<file path="config.mk">
export PLATFORM = sky130hd
export DESIGN_NAME = seq_shift_add_mul
export DESIGN_NICKNAME = d
export VERILOG_FILES = /design/src/rtl/seq_shift_add_mul_pkg.sv /design/src/rtl/mul_add_shift_step.sv /design/src/rtl/seq_shift_add_mul.sv
export SDC_FILE = /design/constraint.sdc
export NUM_CORES = 1
export LEC_CHECK = 0
export CAP_MARGIN = 20
export CORE_ASPECT_RATIO = 0.8
export CORE_MARGIN = 2
export CORE_UTILIZATION = 44
export CTS_BUF_LIST = sky130_fd_sc_hd__clkbuf_2 sky130_fd_sc_hd__clkbuf_4 sky130_fd_sc_hd__clkbuf_8
export CTS_CLUSTER_SIZE = 16
export DETAILED_ROUTE_END_ITERATION = 16
export DONT_BUFFER_PORTS = 1
export HOLD_SLACK_MARGIN = 0.05
export MAX_ROUTING_LAYER = met4
export PLACE_DENSITY = 0.62
export SYNTH_ARGS = -nofsm -noshare
export SYNTH_HDL_FRONTEND = slang
export SYNTH_SLANG_ARGS = --single-unit
</file>
<file path="constraint.sdc">
create_clock -name clk -period 6.9 [get_ports clk]
set_clock_uncertainty 0.05 [all_clocks]
set_input_delay 1.38 -clock clk [delete_from_list [all_inputs] [get_ports clk]]
set_output_delay 1.38 -clock clk [all_outputs]
set_load 0.01 [all_outputs]
</file>
<file path="src/rtl/seq_shift_add_mul_pkg.sv">
// Shared constants for the shift-add multiplier.
// State encoding and default sizing.
package seq_shift_add_mul_pkg;

  localparam int MUL_WIDTH = 64;
  localparam int MUL_CNT_W = 7;

  typedef enum logic [1:0] {
    MUL_IDLE = 2'b00,
    MUL_BUSY = 2'b01,
    MUL_DONE = 2'b10
  } mul_state_e;

endpackage

</file>
<file path="src/rtl/mul_add_shift_step.sv">
// One radix-2 shift-add iteration.
// Adds mcand to the upper half when acc[0] is set, then shifts right.
module mul_add_shift_step #(
  parameter int WIDTH = 64
) (
  input  logic [2*WIDTH-1:0] acc_i,
  input  logic [WIDTH-1:0]   mcand_i,
  output logic [2*WIDTH-1:0] acc_o
);

  logic [WIDTH:0] sum;

  // Carry out of the add lands in the top bit after the shift.
  always_comb begin
    sum = {1'b0, acc_i[2*WIDTH-1:WIDTH]};
    if (acc_i[0]) begin
      sum = sum + {1'b0, mcand_i};
    end
    acc_o = {sum, acc_i[WIDTH-1:1]};
  end

endmodule

</file>
<file path="src/rtl/seq_shift_add_mul.sv">
// Iterative unsigned multiplier, one partial product per clock.
// Fixed WIDTH-cycle latency, level start, clear acts like reset.
module seq_shift_add_mul
  import seq_shift_add_mul_pkg::*;
#(
  parameter int WIDTH = MUL_WIDTH,
  parameter int CNT_W = MUL_CNT_W
) (
  input  logic               clk,
  input  logic               reset,
  input  logic [WIDTH-1:0]   multiplier,
  input  logic [WIDTH-1:0]   multiplicand,
  input  logic               op_start,
  input  logic               op_clear,
  output logic               op_done,
  output logic               busy,
  output logic [2*WIDTH-1:0] result
);

  localparam logic [CNT_W-1:0] LAST =
    CNT_W'(WIDTH - 1);

  mul_state_e         state_q, state_d;
  logic [2*WIDTH-1:0] acc_q, acc_d;
  logic [2*WIDTH-1:0] acc_step;
  logic [WIDTH-1:0]   mcand_q, mcand_d;
  logic [CNT_W-1:0]   cnt_q, cnt_d;
  logic [2*WIDTH-1:0] result_q, result_d;
  logic               done_q, done_d;
  logic               busy_q, busy_d;

  mul_add_shift_step #(
    .WIDTH(WIDTH)
  ) u_step (
    .acc_i  (acc_q),
    .mcand_i(mcand_q),
    .acc_o  (acc_step)
  );

  // Next-state: clear beats everything, then the FSM.
  always_comb begin
    state_d  = state_q;
    acc_d    = acc_q;
    mcand_d  = mcand_q;
    cnt_d    = cnt_q;
    result_d = result_q;
    if (op_clear) begin
      state_d  = MUL_IDLE;
      acc_d    = '0;
      mcand_d  = '0;
      cnt_d    = '0;
      result_d = '0;
    end else begin
      unique case (state_q)
        MUL_IDLE: begin
          if (op_start) begin
            acc_d   = {{WIDTH{1'b0}}, multiplier};
            mcand_d = multiplicand;
            cnt_d   = '0;
            state_d = MUL_BUSY;
          end
        end
        MUL_BUSY: begin
          acc_d = acc_step;
          cnt_d = cnt_q + 1'b1;
          if (cnt_q == LAST) begin
            result_d = acc_step;
            state_d  = MUL_DONE;
          end
        end
        MUL_DONE: begin
          state_d = MUL_DONE;
        end
        default: begin
          state_d = MUL_IDLE;
        end
      endcase
    end
    done_d = (state_d == MUL_DONE);
    busy_d = (state_d == MUL_BUSY);
  end

  // State and datapath registers, synchronous reset.
  always_ff @(posedge clk) begin
    if (reset) begin
      state_q  <= MUL_IDLE;
      acc_q    <= '0;
      mcand_q  <= '0;
      cnt_q    <= '0;
      result_q <= '0;
      done_q   <= 1'b0;
      busy_q   <= 1'b0;
    end else begin
      state_q  <= state_d;
      acc_q    <= acc_d;
      mcand_q  <= mcand_d;
      cnt_q    <= cnt_d;
      result_q <= result_d;
      done_q   <= done_d;
      busy_q   <= busy_d;
    end
  end

  assign op_done = done_q;
  assign busy    = busy_q;
  assign result  = result_q;

endmodule

</file>
==> impl_metrics.csv <==
group,metric,value,unit
detailed_routing,routed-wl-met2,22100,µm
setup_path,worstSetupPathType,"register to register",
min_path,worstHoldPathCells,2,
timing,max_freq,276,MHz
power_and_ir_drop,internal_power,2.98,mW
detailed_routing,first_iter_violations,1425,
floorplan,pin_count,262,
power_and_ir_drop,powerDensity,226,mW/mm²
power_and_ir_drop,clock_power_share,44.6,%
synth,synthArstFlopShare,0,%
placed_design,dp_hpwl,35800,µm
clock_network,cts_made_buffers,52,
final_layout,seq_area,0.00663,mm²
synth,synth-seq-cells,331,
timing,worst_slew_pin_slew,1060,ps
synth,ys.warnings.count,0,
global_route,grt_pass1_wl,80800,µm
detailed_routing,totalWireLength,52000,µm
final_layout,multi_input_comb_area,0.00887,mm²
clock_network,cts_hold_buf,0,
min_path,hp-class,"register to register",
floorplan,core,0.0360,mm²
clock_network,clk_latency,620,ps
setup_path,timing.rr.start,"acc_q[64]$_SDFFE_PP0P_",
clock_network,cts_max_path_buffers,3,
setup_path,critical_path.cell_chain,"ha_1 > fa_1 > a211oi_2 > nor2_1 > o31ai_2 > a21oi_4 > a21oi_2 > o21ai_2 > a41oi_2 > o21ai_1 > xnor2_1 > a2111oi_1",
setup_path,r2r_setup_slack,3280,ps
timing,fin_tns_setup,0,ps
synth,yosysSeqAreaShare,41.1,%
final_layout,diodes,0,
floorplan,start_util,44.8,%
setup_path,start_kind,"register",
global_route,grt-ovfl-total,0,
setup_path,cp-endpoint,"result[119]$_SDFFE_PP0P_",
synth,syn-num-nets,2220,
final_layout,utilization,48.7,%
floorplan,dieArea,0.0382,mm²
detailed_routing,top_layer,"met4",
setup_path,crit_fanout,6,
detailed_routing,num_vias,14815,
timing,finalCritPeriodShare,52.5,%
synth,synth_top_area_share,41.1,%
run_status,outcome,"finished clean",
setup_path,cp-startpoint,"acc_q[64]$_SDFFE_PP0P_",
setup_path,required,7340,ps
clock_network,post-cts-setup-buffers,0,
timing,fin_crit,3620,ps
power_and_ir_drop,p_leak,6.28,nW
clock_network,clk_root_buffer_cell,"clkbuf_8",
power_and_ir_drop,power_frac_seq,49.7,%
floorplan,core.rowCount,62,
final_layout,drive_gt1_share,8.03,%
setup_path,arrival,4060,ps
synth,synthCells,2022,
clock_network,cts.htree.levels,2,
placed_design,placed_cells,2378,
timing,slew_headroom,28.7,%
synth,synthFlopType,"dfxtp_1",
timing,hold_viol,0,
setup_path,r2r_cells,12,
setup_path,critPathSlowestCell,"fa_1",
detailed_routing,drc_errors,0,
final_layout,fin_nets,2151,
run,drv_cap,0,
timing,setup_viol,0,
placed_design,routabilityCongestion,0.907,
synth,syn_area,0.0161,mm²
global_route,antenna_found_initial,0,
power_and_ir_drop,ir_drop,0.139,mV
timing,fin_hold_ws,409,ps
clock_network,post_cts_resized,0,
power_and_ir_drop,switching_share,24.7,%
final_layout,layout_commonest_cell,"nand2_1",
placed_design,portBuffers,0,
power_and_ir_drop,switching_power,979,µW
setup_path,cp-end-kind,"register",
clock_network,cts_tree,"built",
final_layout,most-common-layout-cells,"nand2_1 (373), dfxtp_1 (330), a21oi_1 (311)",
final_layout,fillCellCount,3525,
final_layout,final_cell_area,0.0175,mm²
synth,synth_area_leader_cell,"dfxtp_1",
timing,finalMaxSlewViolations,0,
synth,syn_avg_cell_area,7.97,µm²
global_route,grt_pass1_vias,13871,
clock_network,cts.sink_count,331,
clock_network,clk_pin_slew_worst_paths,70,ps
detailed_routing,wl_met1,24700,µm
power_and_ir_drop,combPwrFrac,5.6,%
timing,grt_setup_unrepaired,"false",
floorplan,die_height,175,µm
detailed_routing,wl_per_cell,21.1,µm
detailed_routing,vias_per_cell,5.99,
final_layout,area_delta_synth_final,8.71,%
setup_path,critPathMaxStageDelay,440,ps
placed_design,placed_cell_area,0.0164,mm²
synth,synthDistinctLibCells,84,
detailed_routing,dr.pass1.iters,7,
timing,timing.final.ws_setup,3280,ps
global_route,grt_max_degree,101,
global_route,track_usage,27.4,%
setup_path,reg2reg_to,"result[119]$_SDFFE_PP0P_",
power_and_ir_drop,power,3.96,mW
detailed_routing,ant_nets,0,
synth,synth_edf_count,0,
final_layout,instances_no_fill,2472,
detailed_routing,wl_met3,3730,µm
synth,yosys-top-cells-area,"dfxtp_1 (41%), a21oi_1 (9.7%), nand2_1 (8.7%), ha_1 (5.0%), o21ai_0 (4.9%)",
floorplan,die_w,218,µm
placed_design,post-place-ws,3210,ps
-- cell type report --
| class | count | share of cell area (%) |
|---|---|---|
| Tap cell | 480 | 3.43 |
| Sequential cell | 331 | 37.8 |
| Clock inverter | 11 | 0.593 |
| Timing Repair Buffer | 24 | 1.14 |
| Inverter | 27 | 0.579 |
| Multi-Input combinational cell | 1517 | 50.7 |
| Clock buffer | 82 | 5.76 |
-- critical path: cells and delay by family (launching register included) --
kind / cells / cell delay (ps)
AOI/OAI and AO/OA: 8 / 2140
adders and majority gates: 2 / 680
DFF: 1 / 320
xor gates and xnor gates: 1 / 180
and+or+nand+nor: 1 / 100
-- how the worst min path moves through the flow --
stage / from / end / slack (ps)
final: mcand_q[57]$_SDFFE_PP0P_ / mcand_q[57]$_SDFFE_PP0P_ / 410
after global routing: mcand_q[18]$_SDFFE_PP0P_ / mcand_q[18]$_SDFFE_PP0P_ / 430
after CTS: mcand_q[16]$_SDFFE_PP0P_ / mcand_q[16]$_SDFFE_PP0P_ / 410
after detailed placement: mcand_q[16]$_SDFFE_PP0P_ / mcand_q[16]$_SDFFE_PP0P_ / 410
after global placement: acc_q[13]$_SDFFE_PP0P_ / result[12]$_SDFFE_PP0P_ / 400
after floorplan: mcand_q[0]$_SDFFE_PP0P_ / mcand_q[0]$_SDFFE_PP0P_ / 390
-- power by group through the flow --
stage	logic, mW	clock network, mW	registers (mW)
2_1_floorplan	0.164	0	2.00
3_3_place_gp	0.218	0	2.01
3_5_place_dp	0.221	0	2.01
4_1_cts	0.222	1.81	1.97
5_1_grt	0.247	1.89	1.97
6_report	0.223	1.77	1.97
-- synthesized netlist by cell type (all sizes together), types with 8 or more instances --
| master | number |
|---|---|
| o31ai | 8 |
| nor2 | 128 |
| and3 | 9 |
| o21bai | 11 |
| inv | 26 |
| a21oi | 313 |
| o21ai | 177 |
| a211oi | 14 |
| mux2i | 26 |
| buf | 21 |
| nand2 | 374 |
| nor3 | 19 |
| and4 | 8 |
| xor2 | 21 |
| dfxtp | 331 |
| xnor2 | 35 |
| a222oi | 14 |
| a21o | 27 |
| a31oi | 15 |
| a221oi | 9 |
| ha | 65 |
| nand4 | 21 |
| clkbuf | 126 |
| o22ai | 70 |
| a22oi | 33 |
| o21a | 15 |
| nand3 | 15 |
-- metal layers --
| metal | up-vias | GRT usage, % |
|---|---|---|
| met4 | 0 | 7.82 |
| met3 | 91 | 4.96 |
| met1 | 7011 | 39.1 |
| met2 | 595 | 39.2 |
| li1 | 7118 | - |
| met5 | - | - |
-- state kept, by name, indices dropped and copies added, names as in the netlist --
signal and cells:
cnt_q 7, op_done 1, result 128, busy 1
acc_q 128, mcand_q 64, state_q 2
-- cell families after synthesis --
family / count (synthesis) / synth area share [%]
xor+xnor: 56 / 3.04
simple gates: 604 / 15.9
fa+ha+maj: 66 / 5.17
mux: 28 / 1.75
buf+inv: 174 / 4.16
flops: 331 / 41.1
compound gates: 763 / 28.8
(Power assumes the default switching activity.)
